$ cat src/rtl/matmul_seq.sv
// matmul_seq: float32 O = act(A*B + bias), computed one element at a time.
// A single multiplier and a single adder are shared across every element.

module mul_float #(
  parameter int FLOAT_WIDTH = 32
) (
  input  logic                   clk,
  input  logic                   rst_n,
  input  logic                   start,
  input  logic [FLOAT_WIDTH-1:0] a,
  input  logic [FLOAT_WIDTH-1:0] b,
  output logic [FLOAT_WIDTH-1:0] result,
  output logic                   done,
  output logic                   nan,
  output logic                   overflow
);
  logic        w_sa, w_sb, w_s;
  logic [7:0]  w_ea, w_eb;
  logic [22:0] w_ma, w_mb, w_mant;
  logic        w_za, w_zb, w_ia, w_ib, w_na, w_nb;
  logic [47:0] w_p;
  logic [23:0] w_m;
  logic        w_g, w_st, w_inc;
  logic [24:0] w_mr;
  logic signed [9:0] w_e;
  logic [31:0] w_res;
  logic        w_nan, w_ovf;

  always_comb begin
    {w_sa, w_ea, w_ma} = a;
    {w_sb, w_eb, w_mb} = b;
    w_s  = w_sa ^ w_sb;
    w_za = (w_ea == 8'h00);
    w_zb = (w_eb == 8'h00);
    w_ia = (w_ea == 8'hFF) && (w_ma == '0);
    w_ib = (w_eb == 8'hFF) && (w_mb == '0);
    w_na = (w_ea == 8'hFF) && (w_ma != '0);
    w_nb = (w_eb == 8'hFF) && (w_mb != '0);
    w_p  = 48'({1'b1, w_ma}) * 48'({1'b1, w_mb});
    if (w_p[47]) begin
      w_m  = w_p[47:24];
      w_g  = w_p[23];
      w_st = |w_p[22:0];
    end else begin
      w_m  = w_p[46:23];
      w_g  = w_p[22];
      w_st = |w_p[21:0];
    end
    // round to nearest, ties to even
    w_inc  = w_g & (w_st | w_m[0]);
    w_mr   = {1'b0, w_m} + 25'(w_inc);
    w_mant = w_mr[24] ? w_mr[23:1] : w_mr[22:0];
    w_e    = 10'(w_ea) + 10'(w_eb) - 10'd127
           + 10'(w_p[47]) + 10'(w_mr[24]);
    w_nan  = 1'b0;
    w_ovf  = 1'b0;
    if (w_na || w_nb || (w_ia && w_zb) || (w_ib && w_za)) begin
      w_res = 32'h7FC0_0000;
      w_nan = 1'b1;
    end else if (w_ia || w_ib) begin
      w_res = {w_s, 8'hFF, 23'h0};
    end else if (w_za || w_zb) begin
      w_res = {w_s, 31'h0};
    end else if (w_e >= 10'sd255) begin
      w_res = {w_s, 8'hFF, 23'h0};
      w_ovf = 1'b1;
    end else if (w_e <= 10'sd0) begin
      w_res = {w_s, 31'h0};
    end else begin
      w_res = {w_s, w_e[7:0], w_mant};
    end
  end

  always_ff @(posedge clk or negedge rst_n) begin
    if (!rst_n) begin
      result   <= '0;
      done     <= 1'b0;
      nan      <= 1'b0;
      overflow <= 1'b0;
    end else begin
      done <= start;
      if (start) begin
        result   <= w_res;
        nan      <= w_nan;
        overflow <= w_ovf;
      end
    end
  end
endmodule

module add_float #(
  parameter int FLOAT_WIDTH = 32
) (
  input  logic                   clk,
  input  logic                   rst_n,
  input  logic                   start,
  input  logic [FLOAT_WIDTH-1:0] a,
  input  logic [FLOAT_WIDTH-1:0] b,
  output logic [FLOAT_WIDTH-1:0] result,
  output logic                   done,
  output logic                   nan,
  output logic                   overflow
);
  logic        w_sa, w_sb, w_sx, w_sy, w_swap, w_sub;
  logic [7:0]  w_ea, w_eb, w_ex, w_ey, w_d;
  logic [22:0] w_ma, w_mb, w_mx, w_my, w_mant;
  logic        w_za, w_zb, w_ia, w_ib, w_na, w_nb;
  logic [52:0] w_yw;
  logic [26:0] w_x, w_y, w_n;
  logic [27:0] w_r;
  logic [4:0]  w_lz;
  logic        w_inc;
  logic [24:0] w_mr;
  logic signed [9:0] w_e;
  logic [31:0] w_res;
  logic        w_nan, w_ovf;

  function automatic logic [4:0] f_lzc(input logic [26:0] v);
    logic [4:0] n;
    logic       f;
    n = 5'd0;
    f = 1'b0;
    for (int i = 26; i >= 0; i--) begin
      if (v[i]) f = 1'b1;
      else if (!f) n = n + 5'd1;
    end
    return n;
  endfunction

  always_comb begin
    {w_sa, w_ea, w_ma} = a;
    {w_sb, w_eb, w_mb} = b;
    w_za = (w_ea == 8'h00);
    w_zb = (w_eb == 8'h00);
    w_ia = (w_ea == 8'hFF) && (w_ma == '0);
    w_ib = (w_eb == 8'hFF) && (w_mb == '0);
    w_na = (w_ea == 8'hFF) && (w_ma != '0);
    w_nb = (w_eb == 8'hFF) && (w_mb != '0);
    // x is the larger magnitude, so a subtract never goes negative
    w_swap = {w_eb, w_mb} > {w_ea, w_ma};
    {w_sx, w_ex, w_mx} = w_swap ? b : a;
    {w_sy, w_ey, w_my} = w_swap ? a : b;
    w_d  = w_ex - w_ey;
    w_yw = {1'b1, w_my, 29'h0} >> w_d;
    w_y  = (w_d > 8'd26) ? 27'd1 : {w_yw[52:27], |w_yw[26:0]};
    w_x  = {1'b1, w_mx, 3'b000};
    w_sub = w_sx ^ w_sy;
    w_r  = w_sub ? ({1'b0, w_x} - {1'b0, w_y})
                 : ({1'b0, w_x} + {1'b0, w_y});
    w_lz = f_lzc(w_r[26:0]);
    if (w_r[27]) begin
      w_n = {w_r[27:2], w_r[1] | w_r[0]};
      w_e = 10'(w_ex) + 10'd1;
    end else begin
      w_n = w_r[26:0] << w_lz;
      w_e = 10'(w_ex) - 10'(w_lz);
    end
    w_inc  = w_n[2] & ((|w_n[1:0]) | w_n[3]);
    w_mr   = {1'b0, w_n[26:3]} + 25'(w_inc);
    w_mant = w_mr[24] ? w_mr[23:1] : w_mr[22:0];
    if (w_mr[24]) w_e = w_e + 10'sd1;
    w_nan = 1'b0;
    w_ovf = 1'b0;
    if (w_na || w_nb || (w_ia && w_ib && (w_sa != w_sb))) begin
      w_res = 32'h7FC0_0000;
      w_nan = 1'b1;
    end else if (w_ia || w_ib) begin
      w_res = {(w_ia ? w_sa : w_sb), 8'hFF, 23'h0};
    end else if (w_za && w_zb) begin
      w_res = {w_sa & w_sb, 31'h0};
    end else if (w_za) begin
      w_res = b;
    end else if (w_zb) begin
      w_res = a;
    end else if (w_r == '0) begin
      w_res = 32'h0;
    end else if (w_e >= 10'sd255) begin
      w_res = {w_sx, 8'hFF, 23'h0};
      w_ovf = 1'b1;
    end else if (w_e <= 10'sd0) begin
      w_res = {w_sx, 31'h0};
    end else begin
      w_res = {w_sx, w_e[7:0], w_mant};
    end
  end

  always_ff @(posedge clk or negedge rst_n) begin
    if (!rst_n) begin
      result   <= '0;
      done     <= 1'b0;
      nan      <= 1'b0;
      overflow <= 1'b0;
    end else begin
      done <= start;
      if (start) begin
        result   <= w_res;
        nan      <= w_nan;
        overflow <= w_ovf;
      end
    end
  end
endmodule

module matmul_seq #(
  parameter int S = 32,
  parameter int H = 2,
  parameter int C = 2,
  parameter int W = 2
) (
  input  logic             clk,
  input  logic             rst_n,
  input  logic             start,
  input  logic             bias_en,
  input  logic             relu_en,
  input  logic [S*H*C-1:0] a,
  input  logic [S*C*W-1:0] b,
  input  logic [S*W-1:0]   bias,
  output logic [S*H*W-1:0] o,
  output logic             busy,
  output logic             done,
  output logic             nan_flag,
  output logic             ovf_flag
);
  localparam int IW = (H > 1) ? $clog2(H) : 1;
  localparam int JW = (W > 1) ? $clog2(W) : 1;
  localparam int KW = (C > 1) ? $clog2(C) : 1;
  localparam int HP = 1 << IW;
  localparam int WP = 1 << JW;
  localparam int CP = 1 << KW;

  typedef enum logic [2:0] {
    S_IDLE, S_MUL_GO, S_MUL_WAIT, S_ADD_GO,
    S_ADD_WAIT, S_BIAS_GO, S_BIAS_WAIT, S_WRITE
  } state_t;

  state_t r_state, w_nxt, w_post;

  logic [S*H*C-1:0] r_a;
  logic [S*C*W-1:0] r_b;
  logic [S*W-1:0]   r_bias;
  logic             r_bias_en, r_relu_en;
  logic [IW-1:0]    r_i;
  logic [JW-1:0]    r_j;
  logic [KW-1:0]    r_k;
  logic [S-1:0]     r_acc, r_prod;
  logic [S-1:0]     r_om [HP][WP];
  logic             r_busy, r_done, r_nan, r_ovf;

  // power-of-two padded views so counters index them at full width
  logic [S-1:0] w_am [HP][CP];
  logic [S-1:0] w_bm [CP][WP];
  logic [S-1:0] w_bv [WP];

  logic         w_mul_go, w_add_go, w_last_k, w_last_e;
  logic [S-1:0] w_mul_a, w_mul_b, w_add_a, w_add_b;
  logic [S-1:0] w_mul_res, w_add_res;
  logic         w_mul_done, w_mul_nan, w_mul_ovf;
  logic         w_add_done, w_add_nan, w_add_ovf;

  for (genvar gi = 0; gi < HP; gi++) begin : g_ar
    for (genvar gk = 0; gk < CP; gk++) begin : g_ac
      if (gi < H && gk < C) begin : g_v
        assign w_am[gi][gk] = r_a[S*(H*C-gi*C-gk)-1 -: S];
      end else begin : g_z
        assign w_am[gi][gk] = '0;
      end
    end
  end

  for (genvar gk = 0; gk < CP; gk++) begin : g_br
    for (genvar gj = 0; gj < WP; gj++) begin : g_bc
      if (gk < C && gj < W) begin : g_v
        assign w_bm[gk][gj] = r_b[S*(C*W-gk*W-gj)-1 -: S];
      end else begin : g_z
        assign w_bm[gk][gj] = '0;
      end
    end
  end

  for (genvar gj = 0; gj < WP; gj++) begin : g_bv
    if (gj < W) begin : g_v
      assign w_bv[gj] = r_bias[S*(W-gj)-1 -: S];
    end else begin : g_z
      assign w_bv[gj] = '0;
    end
  end

  for (genvar gi = 0; gi < H; gi++) begin : g_or
    for (genvar gj = 0; gj < W; gj++) begin : g_oc
      assign o[S*(H*W-gi*W-gj)-1 -: S] = r_om[gi][gj];
    end
  end

  assign busy     = r_busy;
  assign done     = r_done;
  assign nan_flag = r_nan;
  assign ovf_flag = r_ovf;

  assign w_mul_a = w_am[r_i][r_k];
  assign w_mul_b = w_bm[r_k][r_j];
  assign w_add_a = r_acc;
  assign w_add_b = (r_state == S_BIAS_GO || r_state == S_BIAS_WAIT)
                 ? w_bv[r_j] : r_prod;

  function automatic logic [S-1:0] f_relu(input logic [S-1:0] v,
                                           input logic en);
    logic is_nan;
    is_nan = (v[30:23] == 8'hFF) && (v[22:0] != '0);
    return (en && v[31] && !is_nan) ? '0 : v;
  endfunction

  always_comb begin
    w_nxt    = r_state;
    w_mul_go = 1'b0;
    w_add_go = 1'b0;
    w_last_k = (r_k == KW'(C-1));
    w_last_e = (r_i == IW'(H-1)) && (r_j == JW'(W-1));
    w_post   = r_bias_en ? S_BIAS_GO : S_WRITE;
    unique case (r_state)
      S_IDLE:     if (start) w_nxt = S_MUL_GO;
      S_MUL_GO: begin
        w_mul_go = 1'b1;
        w_nxt    = S_MUL_WAIT;
      end
      S_MUL_WAIT: if (w_mul_done) begin
        if (r_k != '0)     w_nxt = S_ADD_GO;
        else if (w_last_k) w_nxt = w_post;
        else               w_nxt = S_MUL_GO;
      end
      S_ADD_GO: begin
        w_add_go = 1'b1;
        w_nxt    = S_ADD_WAIT;
      end
      S_ADD_WAIT: if (w_add_done) w_nxt = w_last_k ? w_post : S_MUL_GO;
      S_BIAS_GO: begin
        w_add_go = 1'b1;
        w_nxt    = S_BIAS_WAIT;
      end
      S_BIAS_WAIT: if (w_add_done) w_nxt = S_WRITE;
      S_WRITE:     w_nxt = w_last_e ? S_IDLE : S_MUL_GO;
      default:     w_nxt = S_IDLE;
    endcase
  end

  always_ff @(posedge clk or negedge rst_n) begin
    if (!rst_n) begin
      r_state   <= S_IDLE;
      r_a       <= '0;
      r_b       <= '0;
      r_bias    <= '0;
      r_bias_en <= 1'b0;
      r_relu_en <= 1'b0;
      r_i       <= '0;
      r_j       <= '0;
      r_k       <= '0;
      r_acc     <= '0;
      r_prod    <= '0;
      r_busy    <= 1'b0;
      r_done    <= 1'b0;
      r_nan     <= 1'b0;
      r_ovf     <= 1'b0;
      for (int x = 0; x < HP; x++)
        for (int y = 0; y < WP; y++)
          r_om[x][y] <= '0;
    end else begin
      r_state <= w_nxt;
      unique case (r_state)
        S_IDLE: if (start) begin
          r_a       <= a;
          r_b       <= b;
          r_bias    <= bias;
          r_bias_en <= bias_en;
          r_relu_en <= relu_en;
          r_i       <= '0;
          r_j       <= '0;
          r_k       <= '0;
          r_busy    <= 1'b1;
          r_done    <= 1'b0;
          r_nan     <= 1'b0;
          r_ovf     <= 1'b0;
        end
        S_MUL_WAIT: if (w_mul_done) begin
          r_nan <= r_nan | w_mul_nan;
          r_ovf <= r_ovf | w_mul_ovf;
          // first product seeds acc directly, keeping -0.0 intact
          if (r_k == '0) begin
            r_acc <= w_mul_res;
            if (!w_last_k) r_k <= r_k + KW'(1);
          end else begin
            r_prod <= w_mul_res;
          end
        end
        S_ADD_WAIT: if (w_add_done) begin
          r_nan <= r_nan | w_add_nan;
          r_ovf <= r_ovf | w_add_ovf;
          r_acc <= w_add_res;
          if (!w_last_k) r_k <= r_k + KW'(1);
        end
        S_BIAS_WAIT: if (w_add_done) begin
          r_nan <= r_nan | w_add_nan;
          r_ovf <= r_ovf | w_add_ovf;
          r_acc <= w_add_res;
        end
        S_WRITE: begin
          r_om[r_i][r_j] <= f_relu(r_acc, r_relu_en);
          r_k <= '0;
          if (w_last_e) begin
            r_busy <= 1'b0;
            r_done <= 1'b1;
            r_i    <= '0;
            r_j    <= '0;
          end else if (r_j == JW'(W-1)) begin
            r_j <= '0;
            r_i <= r_i + IW'(1);
          end else begin
            r_j <= r_j + JW'(1);
          end
        end
        default: ;
      endcase
    end
  end

  mul_float #(.FLOAT_WIDTH(S)) u_mul (
    .clk      (clk),
    .rst_n    (rst_n),
    .start    (w_mul_go),
    .a        (w_mul_a),
    .b        (w_mul_b),
    .result   (w_mul_res),
    .done     (w_mul_done),
    .nan      (w_mul_nan),
    .overflow (w_mul_ovf)
  );

  add_float #(.FLOAT_WIDTH(S)) u_add (
    .clk      (clk),
    .rst_n    (rst_n),
    .start    (w_add_go),
    .a        (w_add_a),
    .b        (w_add_b),
    .result   (w_add_res),
    .done     (w_add_done),
    .nan      (w_add_nan),
    .overflow (w_add_ovf)
  );
endmodule
$ cat config.mk
export PLATFORM = sky130hd
export DESIGN_NAME = matmul_seq
export DESIGN_NICKNAME = d
export VERILOG_FILES = /design/src/rtl/matmul_seq.sv
export SDC_FILE = /design/constraint.sdc
export NUM_CORES = 2
export LEC_CHECK = 0
export CAP_MARGIN = 15
export CORE_MARGIN = 2
export CORE_UTILIZATION = 60
export DETAILED_ROUTE_END_ITERATION = 8
export GPL_TIMING_DRIVEN = 0
export PLACE_DENSITY = 0.9
export SLEW_MARGIN = 10
export SYNTH_ARGS = -nofsm -noshare
export SYNTH_HDL_FRONTEND = slang
export SYNTH_SLANG_ARGS = --single-unit
export TNS_END_PERCENT = 30
$ cat constraint.sdc
create_clock -name clk -period 65.4 [get_ports clk]
set_input_delay 13.08 -clock clk [delete_from_list [all_inputs] [get_ports clk]]
set_output_delay 13.08 -clock clk [all_outputs]
set_load 0.01 [all_outputs]
-- Word-level counts from Yosys, hierarchy flattened
Cells that the tools add are included.
- register bits: 594
- input port bits: 325
- output and inout bits: 132
- logic and storage cells: 355
- add/subtract/negate cells: 41
- multiply operators: 1
- order comparisons: 11
- equality and inequality tests: 20
- shift-type cells: 2
- muxes and demuxes: 177
- bitwise operators: 15
- reduce and logical (&&, ||, !) cells: 61
- operators with widths (cell ; count):
    $mux 32 ; 24
    $mux 64 ; 7
    $mux 5 ; 52
    $mux 31 ; 6
    $bwmux 128 ; 1
    $add 5x1->5 const B ; 25
    $logic_not 23->1 ; 4
    $reduce_bool 23->1 ; 4
    $demux 64 s1 ; 1
    $pmux 32 s2 ; 1
    $mux 1 ; 61
    $mux 27 ; 2
    $shr 53x8->53 ; 1
    $add 24x1->25 ; 2
    $mul 24x24->48 ; 1
    $mux 23 ; 2
    $demux 32 s1 ; 1
    $eq 8x8->1 const B ; 4
    $logic_not 8->1 ; 4
    $gt 31x31->1 ; 1
    $add 27x27->28 ; 1
    $logic_not 28->1 ; 1
    $mux 28 ; 1
    $sub 27x27->28 ; 1
    other kinds (48) ; 120

-- Depth between registers and ports, before layout
- word-level depth: 108
- mapped depth: 149
- mapped depth without buffers: 141

-- Hierarchy
Synthesis repeated with hierarchy kept, for this count alone.
- cell total of the unflattened synthesis: 6741
- area total of the unflattened synthesis: 62178.4 um2
- modules (own cells, without submodules) (module ; instances ; cells an instance ; area each (um2) ; seq. area each (um2)):
    mul_float ; 1 ; 2707 ; 23047.1 ; 875.8
    matmul_seq ; 1 ; 1445 ; 21989.8 ; 13112.6
    add_float ; 1 ; 2589 ; 17141.4 ; 875.8

-- Least setup slack after synthesis
OpenSTA, ideal clock, no wires.
- kind: reg-to-reg
- start point: register r_j
- end point: register u_add.result[12]
- library setup time: 121 ps
- arrival: 26876 ps
- required time: 65279 ps
- setup slack: 38403 ps
- cell stages (with the launch flop): 143
- buffers on the path: 8
- period minus slack after synthesis: 26997 ps
- cells stage by stage: dfrtp_1 > buf_2 > buf_2 > buf_1 > clkbuf_1 > mux2i_1 > o21a_1 > inv_1 > ha_1 > nand4_1 > a31oi_1 > or3_1 > and2_4 > o21a_2 > buf_6 > o21a_1 > ha_1 > or2_2 > [... 107 more ...] > ha_1 > a21o_1 > a21oi_1 > o21bai_1 > a211oi_1 > nor2_1 > xnor2_1 > xnor2_1 > nand2_1 > o21ai_0 > nand4_1 > a21oi_1 > nand4_1 > a21o_1 > a21oi_2 > clkbuf_1 > o31ai_1 > a22o_1
- word-level cells in the longest chain between the ends: 108
- elaborated cells between the ends (all ways): 159
- classes of those cells: add/sub: 33; order compare: 4; eq/ne: 2; shift: 2; mux: 99; bitwise: 5; reduce/logical: 14
- RTL lines (what ; line ; RTL):
    start, declared ; 243 ; logic [JW-1:0] r_j;
    start signal, assigned ; 416 ; r_j <= r_j + JW'(1);
    $not 1->2 (not written as such) (*) ; 303 ; ? w_bv[r_j] : r_prod;
    $mux 32 (not written as such) (*) (3 in series) ; 303 ;
    $mux 32 (*) ; 303 ;
    $gt 31x31->1 ; 140 ; w_swap = {w_eb, w_mb} > {w_ea, w_ma};
    $mux 32 (on tied branches) ; 141, 142 ;
    $sub 8x8->8 ; 143 ; w_d = w_ex - w_ey;
    $shr 53x8->53 ; 144 ; w_yw = {1'b1, w_my, 29'h0} >> w_d;
    $reduce_or 27->1 ; 145 ; w_y = (w_d > 8'd26) ? 27'd1 : {w_yw[52:27], |w_yw[26:0]};
    [... 90 more ...] ; n/a ;
    $mux 31 ; 180 ; end else if (w_e <= 10'sd0) begin
    $mux 31 ; 177 ; end else if (w_e >= 10'sd255) begin
    $mux 32 ; 175 ; end else if (w_r == '0) begin
    $mux 32 ; 173 ; end else if (w_zb) begin
    $mux 32 ; 171 ; end else if (w_za) begin
    $mux 32 ; 169 ; end else if (w_za && w_zb) begin
    $mux 32 ; 167 ; end else if (w_ia || w_ib) begin
    $mux 32 (*) ; 164 ; if (w_na || w_nb || (w_ia && w_ib && (w_sa != w_sb))) begin
    end signal, assigned ; 196 ; result <= w_res;
    end, declared ; 99 ; output logic [FLOAT_WIDTH-1:0] result,
Mark *: on every way between the ends. The rest lies on a longest branch, timed or not. The select of a mux whose other input is x is not followed.
A chain may end at the register's enable or synchronous reset.

-- Worst setup path after layout
- start point: register r_j
- end point: register u_add.result[18]
The elaborated chain is that of the path after synthesis.

==> reports/results.md <==
| Quantity | This run | Unit |
|---|---|---|
| Tmin final | 34.82 | ns |
| Area of the core | 98,100 | um2 |
| Met1 Use GR | 0.526 | - |
| Outcome | finished, final reports clean | - |
| Met2 track utilization from global routing | 0.699 | - |
| Number of global-route vias before repair | 58,100 | - |
| DRC viols | 0 | - |
| Starting DRC count in detailed routing | 7,295 | - |
| Die boundary height | 318 | um |
| Most common flop cell mapped by yosys | sky130_fd_sc_hd__dfrtp_1 | - |
| Number of sinks handled by clock tree synthesis | 594 | - |
| Most area-hungry cell type in the Yosys netlist | sky130_fd_sc_hd__dfrtp_1 | - |
| Global-route wire length before repair | 340,000 | um |
| Max-cap check violation count | 0 | - |
| CTS H-Tree Depth | 2 | - |
| Achievable clock frequency | 28.7 | MHz |
| Pin count of the biggest net entering global routing | 121 | - |
| Data required time at the worst endpoint | 65.91 | ns |
| Start-to-end type of the worst setup path | register to register | - |
| Post-detailed-route wirelength per cell | 24.7 | um |
| Post-CTS setup-driven buffer insertion count | 0 | - |
| Most crowded layer after global routing | met2 | - |
| Actual transition at the worst max-transition pin | 1.25 | ns |
| Ratio of cells with drive above 1 in the final layout | 0.0556 | - |
| Final WL | 224,000 | um |
| Smallest hold slack | 0.475 | ns |
| Vias per Instance | 6.37 | - |
| Cell types with the largest area share after synthesis | sky130_fd_sc_hd__dfrtp_1 (25%), sky130_fd_sc_hd__fa_1 (16%), sky130_fd_sc_hd__nand2_1 (11%) | - |
| Avg Synthesized Cell Area | 8.24 | um2 |
| Clock root buffer master | sky130_fd_sc_hd__clkbuf_16 | - |
| Detailed-router iteration count before antenna repair | 6 | - |
| Worst clock skew | 0.0295 | ns |
| Worst-path clk slew | 0.07 | ns |
| Clock tree from TritonCTS | yes | - |
| Total number of nets in the final design | 8,831 | - |
| Top-level port count | 457 | - |
| Overflow left after global routing | 0 | - |
| GRT Overall Usage | 0.436 | - |
| Max-slew headroom at the worst pin | 0.163 | - |
| CP Data Arrival Time | 35.33 | ns |
| Skew-Pair Late Insertion Delay | 0.65 | ns |
| Final cycle utilization of the critical path | 0.532 | - |
| Number of enable-type register cells in the synthesized netlist | 0 | - |
| Last weighted congestion value of the routability-driven placer | 1.03 | - |
| Number of hold violations in the final report | 0 | - |
| IO buf count | 456 | - |
| Detailed-route via count | 57,700 | - |
| Met3 Use GR | 0.0886 | - |
| Post-synthesis async set-or-reset flop share | 1.00 | - |
| Setup repair after global routing missed its margin | no | - |
| Kind of end point of the critical path | register | - |
| Buffer depth of the longest clock path | 3 | - |
| Final total negative setup slack | 0 | ns |
| Largest incremental delay on the critical path | 0.77 | ns |
| Number of hold buffers added after CTS | 0 | - |
| Critical-path maximum fanout | 10 | - |
| Portion of the post-synthesis area used by sequential elements | 0.251 | - |
| Cell Rows | 115 | - |
| Max-slew violation count | 0 | - |
| Layout fillers | 7,692 | - |
| Post-detailed-route count of antenna-violating nets | 0 | - |
| Syn. warnings | 0 | - |
| Min-Delay Path Class | register to register | - |
| Number of instances in the synthesized netlist | 7,187 | - |
| Antenna violations before repair | 13 | - |
| Combined area of all synthesized cells | 59,200 | um2 |
| Synthesized net count | 8,297 | - |
| TritonCTS buffer count | 57 | - |
| Most Frequent Cell on Critical Path | sky130_fd_sc_hd__ha_1 | - |
| Post-cts gate resize count | 0 | - |
| Synthesis-to-layout area growth | 14.1 | % |
| Effective utilization at floorplan | 0.603 | - |
| Slowest CP cell | sky130_fd_sc_hd__buf_1 | - |
| Die ar. | 101,000 | um2 |
| Unique masters post-synth | 128 | - |
| Width of the die | 318 | um |
| Total setup violations reported at the end of the flow | 0 | - |
| Kind of launch point of the worst setup path | register | - |
| Post-synth top area share | 0.251 | - |
| Seq cells post-synth | 594 | - |
| Half-perimeter wire length of the detailed placement result | 178,000 | um |
## logic make-up (layout without fill, tap and decap cells)
kind of cell             Yosys count  after routing  share of synthesized area
adder cells (fa/ha/maj)          791            791                      0.229
buffers and inverters           1105           1684                     0.0723
other                              0              5                          0
multiplexers                     361            361                     0.0732
XOR/XNOR                         184            184                     0.0305
flip-flops                       594            594                      0.251
AO/OA/AOI/OAI                   1184           1184                      0.129
AND/OR/NAND/NOR                 2968           2968                      0.215
## cell usage after synthesis, drive strengths merged (125+ instances only)
cell / count
a21oi: 307
clkbuf: 293
dfrtp: 594
fa: 486
ha: 299
inv: 715
mux2: 125
mux2i: 197
nand2: 1806
nor2: 525
o21ai: 364
xnor2: 130
## layout make-up
type                       count  area (um2)  share of cell area
multi-input combinational   5488       40100               0.593
timing repair buffer         475        4830              0.0715
clock buffer                  84        1670              0.0247
inverter                     736        2760              0.0409
clock inverter                20         213             0.00315
antenna                        5        12.5            0.000185
tap                         1287        1610              0.0238
sequential                   594       14900               0.220
buffer                       369        1520              0.0224
## critical path: cells and delay by family, from the launching register on
kind / cells / cell delay (ns)
compound gates: 60 / 14.22
xor+xnor: 2 / 0.90
fa+ha+maj: 26 / 8.17
buf+inv: 10 / 4.35
flops: 1 / 0.34
mux: 12 / 2.69
simple gates: 31 / 3.95
## sequential cells by signal (all words and copies together), names as in the netlist, 3 cells and up
name	cells
r_state	3
r_acc	32
u_mul.result	32
r_prod	32
u_add.result	32
r_b	128
r_bias	64
o	128
r_a	128
## routing by layer
layer	share of wire	wire length (um)
met1	0.35	79100
met2	0.46	102000
met3	0.10	22800
met4	0.089	19800
met5	0.00045	101
## per-stage QoR
step	setup slack, ns	instance area, um2	instances	utilization
final	30.58	67600	9058	0.689
after global routing	28.83	67600	9056	0.689
after CTS	31.46	67500	9048	0.688
after detailed placement	31.75	65600	8944	0.669
after global placement	25.82	65400	8930	0.666
after floorplan	38.40	59200	7187	-
## final timing paths
| check | from | to | slack [ns] | cells after the start |
|---|---|---|---|---|
| setup / recovery | r_j$_DFFE_PN0P_ | u_add.result[18]$_DFFE_PN0P_ | 30.58 | 141 |
| min in group asynchronous | rst_n | r_a[26]$_DFFE_PN0P_ | 12.37 | 1 |
| setup reg to reg | r_j$_DFFE_PN0P_ | u_add.result[18]$_DFFE_PN0P_ | 30.58 | 141 |
| hold reg to reg | r_b[116]$_DFFE_PN0P_ | r_b[116]$_DFFE_PN0P_ | 0.47 | 2 |
| max in group asynchronous | rst_n | o[6]$_DFFE_PN0P_ | 51.06 | 4 |
| hold / removal | r_b[116]$_DFFE_PN0P_ | r_b[116]$_DFFE_PN0P_ | 0.47 | 2 |
## cells in the final DEF (no fill, tap or decap), types with 31 or more instances in the layout
cell / n
sky130_fd_sc_hd__mux2i_1: 188
sky130_fd_sc_hd__o21ai_0: 298
sky130_fd_sc_hd__xor2_1: 44
sky130_fd_sc_hd__and3_1: 34
sky130_fd_sc_hd__nor3_1: 88
sky130_fd_sc_hd__dfrtp_1: 594
sky130_fd_sc_hd__ha_1: 299
sky130_fd_sc_hd__buf_1: 37
sky130_fd_sc_hd__a211oi_1: 34
sky130_fd_sc_hd__nand3_1: 118
sky130_fd_sc_hd__o21bai_1: 44
sky130_fd_sc_hd__clkdlybuf4s50_1: 455
sky130_fd_sc_hd__mux2_2: 119
sky130_fd_sc_hd__nand2b_1: 31
sky130_fd_sc_hd__o21a_1: 32
sky130_fd_sc_hd__xnor2_1: 123
sky130_fd_sc_hd__a21oi_1: 305
sky130_fd_sc_hd__clkbuf_16: 58
sky130_fd_sc_hd__fa_1: 486
sky130_fd_sc_hd__o21ai_1: 56
sky130_fd_sc_hd__nand2_1: 1805
sky130_fd_sc_hd__a21o_1: 39
sky130_fd_sc_hd__inv_1: 712
sky130_fd_sc_hd__and2_1: 84
sky130_fd_sc_hd__a31oi_1: 40
sky130_fd_sc_hd__nand4_1: 60
sky130_fd_sc_hd__nor2_1: 525
sky130_fd_sc_hd__mux4_2: 39
sky130_fd_sc_hd__clkbuf_1: 307
sky130_fd_sc_hd__or3_1: 31
sky130_fd_sc_hd__o211ai_1: 49
sky130_fd_sc_hd__nor4_1: 49
Power is not shown: default switching activity piles up to over one toggle a cycle in this logic, so the estimate is an artifact.
